`config.mk`:
```
export PLATFORM = sky130hd
export DESIGN_NAME = nibbler_control_flat
export DESIGN_NICKNAME = d
export VERILOG_FILES = /design/src/rtl/nibbler_pkg.sv /design/src/rtl/nibbler_if.sv /design/src/rtl/nibbler_decode.sv /design/src/rtl/nibbler_control.sv /design/src/flat_wrapper.sv
export SDC_FILE = /design/constraint.sdc
export NUM_CORES = 1
export LEC_CHECK = 0
export CAP_MARGIN = 20
export CORE_MARGIN = 3
export CORE_UTILIZATION = 39
export DETAILED_ROUTE_END_ITERATION = 8
export PLACE_DENSITY = 0.82
export SKIP_CTS_REPAIR_TIMING = 1
export SLEW_MARGIN = 30
export SYNTH_ARGS = -nofsm -noshare
export SYNTH_HDL_FRONTEND = slang
export SYNTH_HIERARCHICAL = 1
export SYNTH_SLANG_ARGS = --single-unit
```
`constraint.sdc`:
```
create_clock -name clk -period 3.7 [get_ports clk]
set_input_delay 0.74 -clock clk [delete_from_list [all_inputs] [get_ports clk]]
set_output_delay 0.74 -clock clk [all_outputs]
set_load 0.1 [all_outputs]
```
`src/rtl/nibbler_pkg.sv`:
```
// Shared types and constants for the Nibbler 4-bit CPU control unit.
package nibbler_pkg;

    typedef enum logic [3:0] {
        OP_JC   = 4'h0,
        OP_JNC  = 4'h1,
        OP_CMPI = 4'h2,
        OP_CMPM = 4'h3,
        OP_LIT  = 4'h4,
        OP_IN   = 4'h5,
        OP_LD   = 4'h6,
        OP_ST   = 4'h7,
        OP_JZ   = 4'h8,
        OP_JNZ  = 4'h9,
        OP_ADDI = 4'hA,
        OP_ADDM = 4'hB,
        OP_JMP  = 4'hC,
        OP_OUT  = 4'hD,
        OP_NORI = 4'hE,
        OP_NORM = 4'hF
    } opcode_t;

    typedef enum logic [1:0] {
        ALU_PASS = 2'd0,
        ALU_ADD  = 2'd1,
        ALU_NOR  = 2'd2,
        ALU_CMP  = 2'd3
    } alu_op_t;

    // Encoding 3 is never produced by the decoder.
    typedef enum logic [1:0] {
        SRC_IMM  = 2'd0,
        SRC_RAM  = 2'd1,
        SRC_IN   = 2'd2,
        SRC_NONE = 2'd3
    } alu_src_t;

    localparam logic PHASE_FETCH = 1'b0;
    localparam logic PHASE_EXEC  = 1'b1;

    // Decoded execute-cycle strobes plus the flag-update controls.
    typedef struct packed {
        logic     pc_inc;
        logic     pc_load;
        logic     accu_we;
        alu_op_t  alu_op;
        alu_src_t alu_src;
        logic     ram_we;
        logic     ram_oe;
        logic [1:0] in_sel;
        logic     c_we;     // carry register takes a new value
        logic     c_clr;    // new carry value is 0 instead of alu_carry
        logic     z_we;     // zero register takes alu_zero
    } strobe_t;

    localparam strobe_t STROBE_IDLE = '0;

    // Branch condition, evaluated on the flags registered before this execute.
    function automatic logic jump_taken(input opcode_t op, input logic c, input logic z);
        logic take;
        take = 1'b0;
        case (op)
            OP_JC:   take = c;
            OP_JNC:  take = ~c;
            OP_JZ:   take = z;
            OP_JNZ:  take = ~z;
            OP_JMP:  take = 1'b1;
            default: take = 1'b0;
        endcase
        return take;
    endfunction

endpackage

```
`src/rtl/nibbler_if.sv`:
```
// Bus between the Nibbler control unit and the rest of the CPU
// (program ROM/PC, ALU/accumulator datapath, RAM and I/O ports).
interface nibbler_if #(
    parameter int NUM_OUT = 3
);
    import nibbler_pkg::*;

    logic [3:0]         instr;
    logic [3:0]         operand;
    logic               alu_carry;
    logic               alu_zero;

    logic               phase;
    logic [3:0]         ir;
    logic               pc_inc;
    logic               pc_load;
    logic               accu_we;
    alu_op_t            alu_op;
    alu_src_t           alu_src;
    logic               ram_we;
    logic               ram_oe;
    logic [NUM_OUT-1:0] out_we;
    logic [1:0]         in_sel;
    logic               carry;
    logic               zero;

    // Control unit side
    modport master (
        input  instr, operand, alu_carry, alu_zero,
        output phase, ir, pc_inc, pc_load, accu_we, alu_op, alu_src,
               ram_we, ram_oe, out_we, in_sel, carry, zero
    );

    // Datapath / program memory side
    modport slave (
        output instr, operand, alu_carry, alu_zero,
        input  phase, ir, pc_inc, pc_load, accu_we, alu_op, alu_src,
               ram_we, ram_oe, out_we, in_sel, carry, zero
    );

endinterface

```
`src/rtl/nibbler_decode.sv`:
```
// Combinational opcode decoder: latched opcode, port select and flags
// in, execute-cycle strobe bundle and one-hot output-port strobe out.
module nibbler_decode
    import nibbler_pkg::*;
#(
    parameter int NUM_OUT = 3
) (
    input  logic [3:0]         ir,
    input  logic [1:0]         sel,
    input  logic               carry,
    input  logic               zero,
    output strobe_t            strobe,
    output logic [NUM_OUT-1:0] out_we
);

    opcode_t op;
    assign op = opcode_t'(ir);

    // Per-opcode strobe decode; every path that is not a taken jump steps the PC.
    always_comb begin
        strobe         = STROBE_IDLE;
        out_we         = '0;
        strobe.pc_inc  = 1'b1;
        case (op)
            OP_JC, OP_JNC, OP_JZ, OP_JNZ, OP_JMP: begin
                strobe.pc_load = jump_taken(op, carry, zero);
                strobe.pc_inc  = ~jump_taken(op, carry, zero);
            end
            OP_LIT: begin
                strobe.accu_we = 1'b1;
                strobe.alu_op  = ALU_PASS;
                strobe.alu_src = SRC_IMM;
                strobe.in_sel  = sel;
            end
            OP_LD: begin
                strobe.accu_we = 1'b1;
                strobe.alu_op  = ALU_PASS;
                strobe.alu_src = SRC_RAM;
                strobe.ram_oe  = 1'b1;
                strobe.in_sel  = sel;
            end
            OP_IN: begin
                // Out-of-range ports are still selected; the datapath returns 0.
                strobe.accu_we = 1'b1;
                strobe.alu_op  = ALU_PASS;
                strobe.alu_src = SRC_IN;
                strobe.in_sel  = sel;
            end
            OP_ADDI, OP_ADDM: begin
                strobe.accu_we = 1'b1;
                strobe.alu_op  = ALU_ADD;
                strobe.alu_src = (op == OP_ADDM) ? SRC_RAM : SRC_IMM;
                strobe.ram_oe  = (op == OP_ADDM);
                strobe.c_we    = 1'b1;
                strobe.z_we    = 1'b1;
            end
            OP_NORI, OP_NORM: begin
                strobe.accu_we = 1'b1;
                strobe.alu_op  = ALU_NOR;
                strobe.alu_src = (op == OP_NORM) ? SRC_RAM : SRC_IMM;
                strobe.ram_oe  = (op == OP_NORM);
                strobe.c_we    = 1'b1;
                strobe.c_clr   = 1'b1;
                strobe.z_we    = 1'b1;
            end
            OP_CMPI, OP_CMPM: begin
                // Subtract for flags only; the accumulator keeps its value.
                strobe.alu_op  = ALU_CMP;
                strobe.alu_src = (op == OP_CMPM) ? SRC_RAM : SRC_IMM;
                strobe.ram_oe  = (op == OP_CMPM);
                strobe.c_we    = 1'b1;
                strobe.z_we    = 1'b1;
            end
            OP_ST: begin
                strobe.ram_we  = 1'b1;
            end
            OP_OUT: begin
                for (int i = 0; i < NUM_OUT; i++) begin
                    out_we[i] = (sel == 2'(i));
                end
            end
            default: begin
                strobe.pc_inc = 1'b1;
            end
        endcase
    end

endmodule

```
`src/rtl/nibbler_control.sv`:
```
// Nibbler control unit: fetch/execute phase register, instruction
// register, CARRY/ZERO flags, and enable/phase gating of the decoded strobes.
module nibbler_control
    import nibbler_pkg::*;
#(
    parameter int NUM_OUT = 3,
    parameter int NUM_IN  = 3
) (
    input  logic      clk,
    input  logic      reset,
    input  logic      en,
    nibbler_if.master bus
);

    // Port indices share the 2-bit operand field; index 3 is reserved as "no port".
    if (NUM_OUT < 1 || NUM_OUT > 3 || NUM_IN < 1 || NUM_IN > 4) begin : g_param_check
        $error("nibbler_control: NUM_OUT must be 1..3 and NUM_IN 1..4");
    end

    logic               phase_q;
    logic [3:0]         ir_q;
    logic               carry_q;
    logic               zero_q;
    logic               exec_active;
    logic               fetch_active;
    strobe_t            dec;
    logic [NUM_OUT-1:0] dec_out_we;

    assign exec_active  = en && (phase_q == PHASE_EXEC);
    assign fetch_active = en && (phase_q == PHASE_FETCH);

    nibbler_decode #(
        .NUM_OUT (NUM_OUT)
    ) u_decode (
        .ir     (ir_q),
        .sel    (bus.operand[1:0]),
        .carry  (carry_q),
        .zero   (zero_q),
        .strobe (dec),
        .out_we (dec_out_we)
    );

    // Phase toggles each enabled cycle, so every instruction is fetch + execute.
    always_ff @(posedge clk or posedge reset) begin
        if (reset) begin
            phase_q <= PHASE_FETCH;
        end else if (en) begin
            phase_q <= ~phase_q;
        end
    end

    // Opcode nibble is captured at the edge that ends fetch.
    always_ff @(posedge clk or posedge reset) begin
        if (reset) begin
            ir_q <= '0;
        end else if (fetch_active) begin
            ir_q <= bus.instr;
        end
    end

    // Flags update at the edge that ends execute, only for flag-writing opcodes.
    always_ff @(posedge clk or posedge reset) begin
        if (reset) begin
            carry_q <= 1'b0;
            zero_q  <= 1'b0;
        end else if (exec_active) begin
            if (dec.c_we) begin
                carry_q <= dec.c_clr ? 1'b0 : bus.alu_carry;
            end
            if (dec.z_we) begin
                zero_q <= bus.alu_zero;
            end
        end
    end

    // Strobes are live only in an enabled execute cycle; reset clears the phase, which kills them at once.
    always_comb begin
        bus.pc_inc  = 1'b0;
        bus.pc_load = 1'b0;
        bus.accu_we = 1'b0;
        bus.alu_op  = ALU_PASS;
        bus.alu_src = SRC_IMM;
        bus.ram_we  = 1'b0;
        bus.ram_oe  = 1'b0;
        bus.out_we  = '0;
        bus.in_sel  = 2'b00;
        if (exec_active) begin
            bus.pc_inc  = dec.pc_inc;
            bus.pc_load = dec.pc_load;
            bus.accu_we = dec.accu_we;
            bus.alu_op  = dec.alu_op;
            bus.alu_src = dec.alu_src;
            bus.ram_we  = dec.ram_we;
            bus.ram_oe  = dec.ram_oe;
            bus.out_we  = dec_out_we;
            bus.in_sel  = dec.in_sel;
        end
    end

    assign bus.phase = phase_q;
    assign bus.ir    = ir_q;
    assign bus.carry = carry_q;
    assign bus.zero  = zero_q;

endmodule

```
`src/flat_wrapper.sv`:
```
// flat-port wrapper written by rule: the top's interface ports become plain ports
module nibbler_control_flat import nibbler_pkg::*;
#(
    parameter int NUM_OUT = 3,
    parameter int NUM_IN  = 3
)
  (clk, reset, en, bus_instr, bus_operand, bus_alu_carry, bus_alu_zero, bus_phase, bus_ir, bus_pc_inc, bus_pc_load, bus_accu_we, bus_alu_op, bus_alu_src, bus_ram_we, bus_ram_oe, bus_out_we, bus_in_sel, bus_carry, bus_zero);
  nibbler_if #(.NUM_OUT(NUM_OUT)) bus_i ();
  input  logic clk;
  input  logic reset;
  input  logic en;
  input wire logic [$bits(bus_i.instr)-1:0] bus_instr;
  input wire logic [$bits(bus_i.operand)-1:0] bus_operand;
  input wire logic [$bits(bus_i.alu_carry)-1:0] bus_alu_carry;
  input wire logic [$bits(bus_i.alu_zero)-1:0] bus_alu_zero;
  output wire logic [$bits(bus_i.phase)-1:0] bus_phase;
  output wire logic [$bits(bus_i.ir)-1:0] bus_ir;
  output wire logic [$bits(bus_i.pc_inc)-1:0] bus_pc_inc;
  output wire logic [$bits(bus_i.pc_load)-1:0] bus_pc_load;
  output wire logic [$bits(bus_i.accu_we)-1:0] bus_accu_we;
  output wire logic [$bits(bus_i.alu_op)-1:0] bus_alu_op;
  output wire logic [$bits(bus_i.alu_src)-1:0] bus_alu_src;
  output wire logic [$bits(bus_i.ram_we)-1:0] bus_ram_we;
  output wire logic [$bits(bus_i.ram_oe)-1:0] bus_ram_oe;
  output wire logic [$bits(bus_i.out_we)-1:0] bus_out_we;
  output wire logic [$bits(bus_i.in_sel)-1:0] bus_in_sel;
  output wire logic [$bits(bus_i.carry)-1:0] bus_carry;
  output wire logic [$bits(bus_i.zero)-1:0] bus_zero;
  assign bus_i.instr = bus_instr;
  assign bus_i.operand = bus_operand;
  assign bus_i.alu_carry = bus_alu_carry;
  assign bus_i.alu_zero = bus_alu_zero;
  assign bus_phase = bus_i.phase;
  assign bus_ir = bus_i.ir;
  assign bus_pc_inc = bus_i.pc_inc;
  assign bus_pc_load = bus_i.pc_load;
  assign bus_accu_we = bus_i.accu_we;
  assign bus_alu_op = bus_i.alu_op;
  assign bus_alu_src = bus_i.alu_src;
  assign bus_ram_we = bus_i.ram_we;
  assign bus_ram_oe = bus_i.ram_oe;
  assign bus_out_we = bus_i.out_we;
  assign bus_in_sel = bus_i.in_sel;
  assign bus_carry = bus_i.carry;
  assign bus_zero = bus_i.zero;
  nibbler_control #(.NUM_OUT(NUM_OUT), .NUM_IN(NUM_IN)) u_core (.clk(clk), .reset(reset), .en(en), .bus(bus_i));
endmodule
```
==> metrics.txt <==
largest net degree at the start of global routing 20; max-slew violation count 0; Routed WL per cell 13.3 um; Starting Density 0.435; Skew-Pair Late Insertion Delay 0.24 ns; Distinct cells, synth 30; CTS tree built; CTS Root Cell clkbuf_4; Hold Vio Cnt, Final 0; Layout area overhead 48.8%; Post-Syn Instances 66; flop-to-flop setup slack 2.21 ns; Nets 110; Overflow after GRT 0; WP buf/inv 2; CP Cell Sequence clkdlybuf4s50_1, and3_2, buf_4; crit path kind primary input to output port; CP max stage delay 0.77 ns; RSZ-0062 raised after global routing false; Max Freq 358 MHz; worst endpoint data arrival time 2.05 ns; crit start category primary input; DRC 0; clock-pin slew on the worst setup and hold paths 0.05 ns; Reg area 175 um^2; layout cells sized above 1 0.323; routed vias/inst 5.44; average size of a mapped cell 9.00 um^2; CTS max path bufs 2; vias in the first global route 568; Tmin final 2.79 ns; crit path max fanout 18; Die Span Y 45.0 um; total placed cells including tap cells 107; area occupied by multi-input gates 390 um^2; DR iter-0 viols 4; DRT Pass-1 Iters 4; worst min-delay path category flip-flop to flip-flop; I/O pin count 34; worst-margin pin slew 0.971 ns; htree depth 1; Setup crit end kind output port; synthesized area 594 um^2; CP max-delay cell clkdlybuf4s50_1; Most used DFF post-synth dfrtp_1; maxcap violations 0; Diodes inserted 0; final period utilization 0.755; initial antenna violation count 0; critical path data required time 2.96 ns; synth warn 6; post-route ant nets 0; total wire length 1480 um; die width 45.0 um; Fill cells 133; CTS Buf Count 3; Net Count, Synth 79; run status completed; post-synthesis sequential area ratio 0.295; #FFs+latches synth 7; clock sink count 7; Slew HR 0.351; Post-synth ARST share 1.00; Worst path top cell family by delay buffers and inverters; total track usage 0.166; IO Port Bufs 31; core area 1370 um^2; cell row count 13; setup TNS 0 ns; hpwl dp 1140 um; EDFF count, synth 0; Final setup violation count 0; wire length of the first global-routing pass 2550 um; Die Area 2030 um^2; vias 604; routability cong. 0.665; final cell count without fillers 111; skew final 0.00175 ns
## path summary, 6_finish.rpt
check | from | cells after the start | endpoint
setup / recovery | en | 3 | bus_accu_we
hold / removal | u_core/bus.zero | 1 | u_core/bus.zero
setup reg to reg | u_core/bus.ir[3] | 4 | u_core/bus.zero
hold reg to reg | u_core/bus.zero | 1 | u_core/bus.zero
max in group asynchronous | reset | 2 | u_core/bus.phase
min in group asynchronous | reset | 2 | u_core/bus.ir[2]
## synthesized netlist by cell type (all sizes together) (2+ instances only)
| cell | n | area share |
|---|---|---|
| and2 | 5 | 0.053 |
| nand3 | 2 | 0.017 |
| and3 | 16 | 0.18 |
| nor2b | 3 | 0.044 |
| nand2b | 2 | 0.038 |
| nand2 | 2 | 0.013 |
| mux2 | 6 | 0.11 |
| dfrtp | 7 | 0.29 |
| clkbuf | 4 | 0.029 |
| nor3b | 3 | 0.038 |
| nand4b | 2 | 0.029 |
## final cells by class
type | count | area share
clock buffer | 4 | 0.0297
sequential | 7 | 0.198
tap | 15 | 0.0212
timing repair buffer | 31 | 0.306
inverter | 1 | 0.00424
multi-input combinational | 53 | 0.441
## per-layer routing
metal | GRT usage | routed length (um) | vias up
met2 | 0.311 | 826 | 15
met3 | 0.0120 | 74 | 0
li1 | - | - | 295
met5 | 0 | 0 | -
met1 | 0.205 | 576 | 294
met4 | 0.0351 | 0 | 0
## logic make-up (layout without fill, tap and decap cells)
group / count (synthesis) / in the layout / share of synthesized area
muxes: 6 / 6 / 0.114
AOI/OAI and AO/OA: 5 / 5 / 0.0547
DFF: 7 / 7 / 0.295
and+or+nand+nor: 40 / 40 / 0.459
xor gates and xnor gates: 2 / 2 / 0.0295
buffers and inverters: 6 / 36 / 0.0484
## through the flow
step	worst slack, ns	util	hold WS [ns]	cell area (um^2)
2_1_floorplan	0.585	-	0.543	594
3_3_place_gp	0.912	0.628	0.524	858
3_5_place_dp	0.914	0.628	0.572	858
4_1_cts	0.908	0.647	0.586	885
5_1_grt	0.792	0.647	0.623	885
6_report	0.905	0.647	0.576	885
## flip-flops by register name, summed over array words and instances, names as in the netlist
signal / flops
u_core/bus.zero: 1
u_core/bus.phase: 1
u_core/bus.carry: 1
u_core/bus.ir: 4
## cells in the final DEF (no fill, tap or decap), types with 2 or more instances in the layout
cell	count
nor3b_1	3
and3_1	11
clkdlybuf4s50_1	15
nand2_1	2
clkbuf_4	3
mux2_1	2
nand3_1	2
buf_4	16
mux2_2	4
nor2b_1	2
nand4b_1	2
and3_2	5
dfrtp_1	7
and2_1	5
Power is left out: the tool's default activity adds up to more than one toggle a clock period on the data nets, which glitch-free logic cannot reach.
==> edit (same settings) <==
`NUM_OUT` is set to 3 in 4 places; all go to 2.
--- a/src/rtl/nibbler_if.sv
+++ b/src/rtl/nibbler_if.sv
@@ -1,7 +1,7 @@
 // Bus between the Nibbler control unit and the rest of the CPU
 // (program ROM/PC, ALU/accumulator datapath, RAM and I/O ports).
 interface nibbler_if #(
-    parameter int NUM_OUT = 3
+    parameter int NUM_OUT = 2
 );
     import nibbler_pkg::*;
 
--- a/src/rtl/nibbler_decode.sv
+++ b/src/rtl/nibbler_decode.sv
@@ -3,7 +3,7 @@
 module nibbler_decode
     import nibbler_pkg::*;
 #(
-    parameter int NUM_OUT = 3
+    parameter int NUM_OUT = 2
 ) (
     input  logic [3:0]         ir,
     input  logic [1:0]         sel,
--- a/src/rtl/nibbler_control.sv
+++ b/src/rtl/nibbler_control.sv
@@ -3,7 +3,7 @@
 module nibbler_control
     import nibbler_pkg::*;
 #(
-    parameter int NUM_OUT = 3,
+    parameter int NUM_OUT = 2,
     parameter int NUM_IN  = 3
 ) (
     input  logic      clk,
--- a/src/flat_wrapper.sv
+++ b/src/flat_wrapper.sv
@@ -1,7 +1,7 @@
 // flat-port wrapper written by rule: the top's interface ports become plain ports
 module nibbler_control_flat import nibbler_pkg::*;
 #(
-    parameter int NUM_OUT = 3,
+    parameter int NUM_OUT = 2,
     parameter int NUM_IN  = 3
 )
   (clk, reset, en, bus_instr, bus_operand, bus_alu_carry, bus_alu_zero, bus_phase, bus_ir, bus_pc_inc, bus_pc_load, bus_accu_we, bus_alu_op, bus_alu_src, bus_ram_we, bus_ram_oe, bus_out_we, bus_in_sel, bus_carry, bus_zero);
Interface: changed (resized bus_out_we); port bits go from 34 to 33. No check against the original RTL was run, so the function may have changed too.
==> edit against the original RTL <==
Sequential cell count did not move. Synthesized area fell by 2.9%. Cell area fell by 2.3%. Die area fell by 2.6%. Global-route usage rose by 0.63 points. Synthesized cell count fell by 3.0%. Sequential share of layout area rose by 0.46 points. Setup slack improved by 2.3 ps. Wire length did not move. Critical endpoint unchanged.
Power is left out: the tool's default activity adds up to more than one toggle a clock period on the data nets, which glitch-free logic cannot reach.
==> edit: results (changes against the original RTL) <==
* Post-Layout Cell Count at 109 (-1.8%)
* Most common library cells after synthesis: and3_1, dfrtp_1, and2_1, and3_2, mux2_2
* Hold_ws at 586.4 ps (+10.09 ps)
* Gp weighted congestion at 0.6900 (+3.7%)
* Drt pass-1 iters at 3 (-1)
* Seq/Total Area, Yosys at 30.37% (+0.90 points)
* Layout cell share with drive strength beyond 1 at 32.98% (+0.69 points)
* WL met3 at 78 µm (+5.4%)
* Worst slew pin tran at 973.4 ps (+2.512 ps)
* Skew final at 2.924 ps (+1.179 ps)
* Worst slack, placed at 900.3 ps (-13.31 ps)
* Top cells by area, synth: dfrtp_1, and3_1, mux2_2, and3_2, and2_1
* DR WL met2 at 799 µm (-3.3%)
* Status: finished, final reports clean
* Average wire per standard cell at 13.55 µm (+1.8%)
* Met1 WL at 557 µm (-3.3%)
* Cells after Synth at 64 (-3.0%)
* First-pass GRT wire length at 2.332 mm (-8.7%)
* GRT Overall Usage at 17.24% (+0.63 points)
* Placed cell areas at 838.3 µm² (-2.3%)
* Filler Cells Inserted at 126 (-5.3%)
* Post-synthesis cell type count at 31 (+3.3%)
* Post-synth net total at 77 (-2.5%)
* Pin count of the biggest net entering global routing at 19 (-5.0%)
* Post-route cell area at 864.6 µm² (-2.3%)
[edit: changes by cell type after synthesis, sizes merged]
| cell | unedited run | this run |
|---|---|---|
| nor3b | 3 | 0 |
| nor2 | 1 | 2 |
| nor3 | 1 | 0 |
| nand2 | 2 | 3 |
| nor4 | 0 | 1 |
| nor4b | 0 | 1 |
| clkbuf | 4 | 3 |
| nand4b | 2 | 1 |
| nand2b | 2 | 3 |
| and3 | 16 | 15 |
[edit: worst max path at each step]
| stage | end | slack [ps] | cells past startpoint |
|---|---|---|---|
| 2_1_floorplan | bus_alu_src[0] | 580 | 4 |
| 3_3_place_gp | bus_accu_we | 930 | 3 |
| 3_5_place_dp | bus_accu_we | 900 | 3 |
| 4_1_cts | bus_accu_we | 900 | 3 |
| 5_1_grt | bus_accu_we | 810 | 3 |
| 6_report | bus_accu_we | 910 | 3 |
[edit: logic make-up after synthesis]
family / count (synthesis) / synth area share (%)
AO/OA/AOI/OAI: 5 / 5.856
multiplexers: 6 / 11.71
buffers and inverters: 5 / 4.121
AND/OR/NAND/NOR: 39 / 44.91
XOR/XNOR: 2 / 3.037
flip-flops: 7 / 30.37
[edit: cell type report]
cell class	instances	share of cell area, %
clock buffer	4	3.039
inverter	1	0.4342
multi-input combinational	52	43.70
sequential	7	20.26
tap	15	2.171
timing repair buffer	30	30.39
[edit: worst max-delay path, delay by kind of cell]
| family | cells | cell delay [ps] |
|---|---|---|
| buf+inv | 2 | 1040 |
| simple gates | 1 | 270 |
[edit: layer usage]
metal,vias up,global-route usage [%]
met5,-,0
met4,0,12.65
met3,5,4.878
met2,15,29.94
met1,268,17.33
li1,286,-
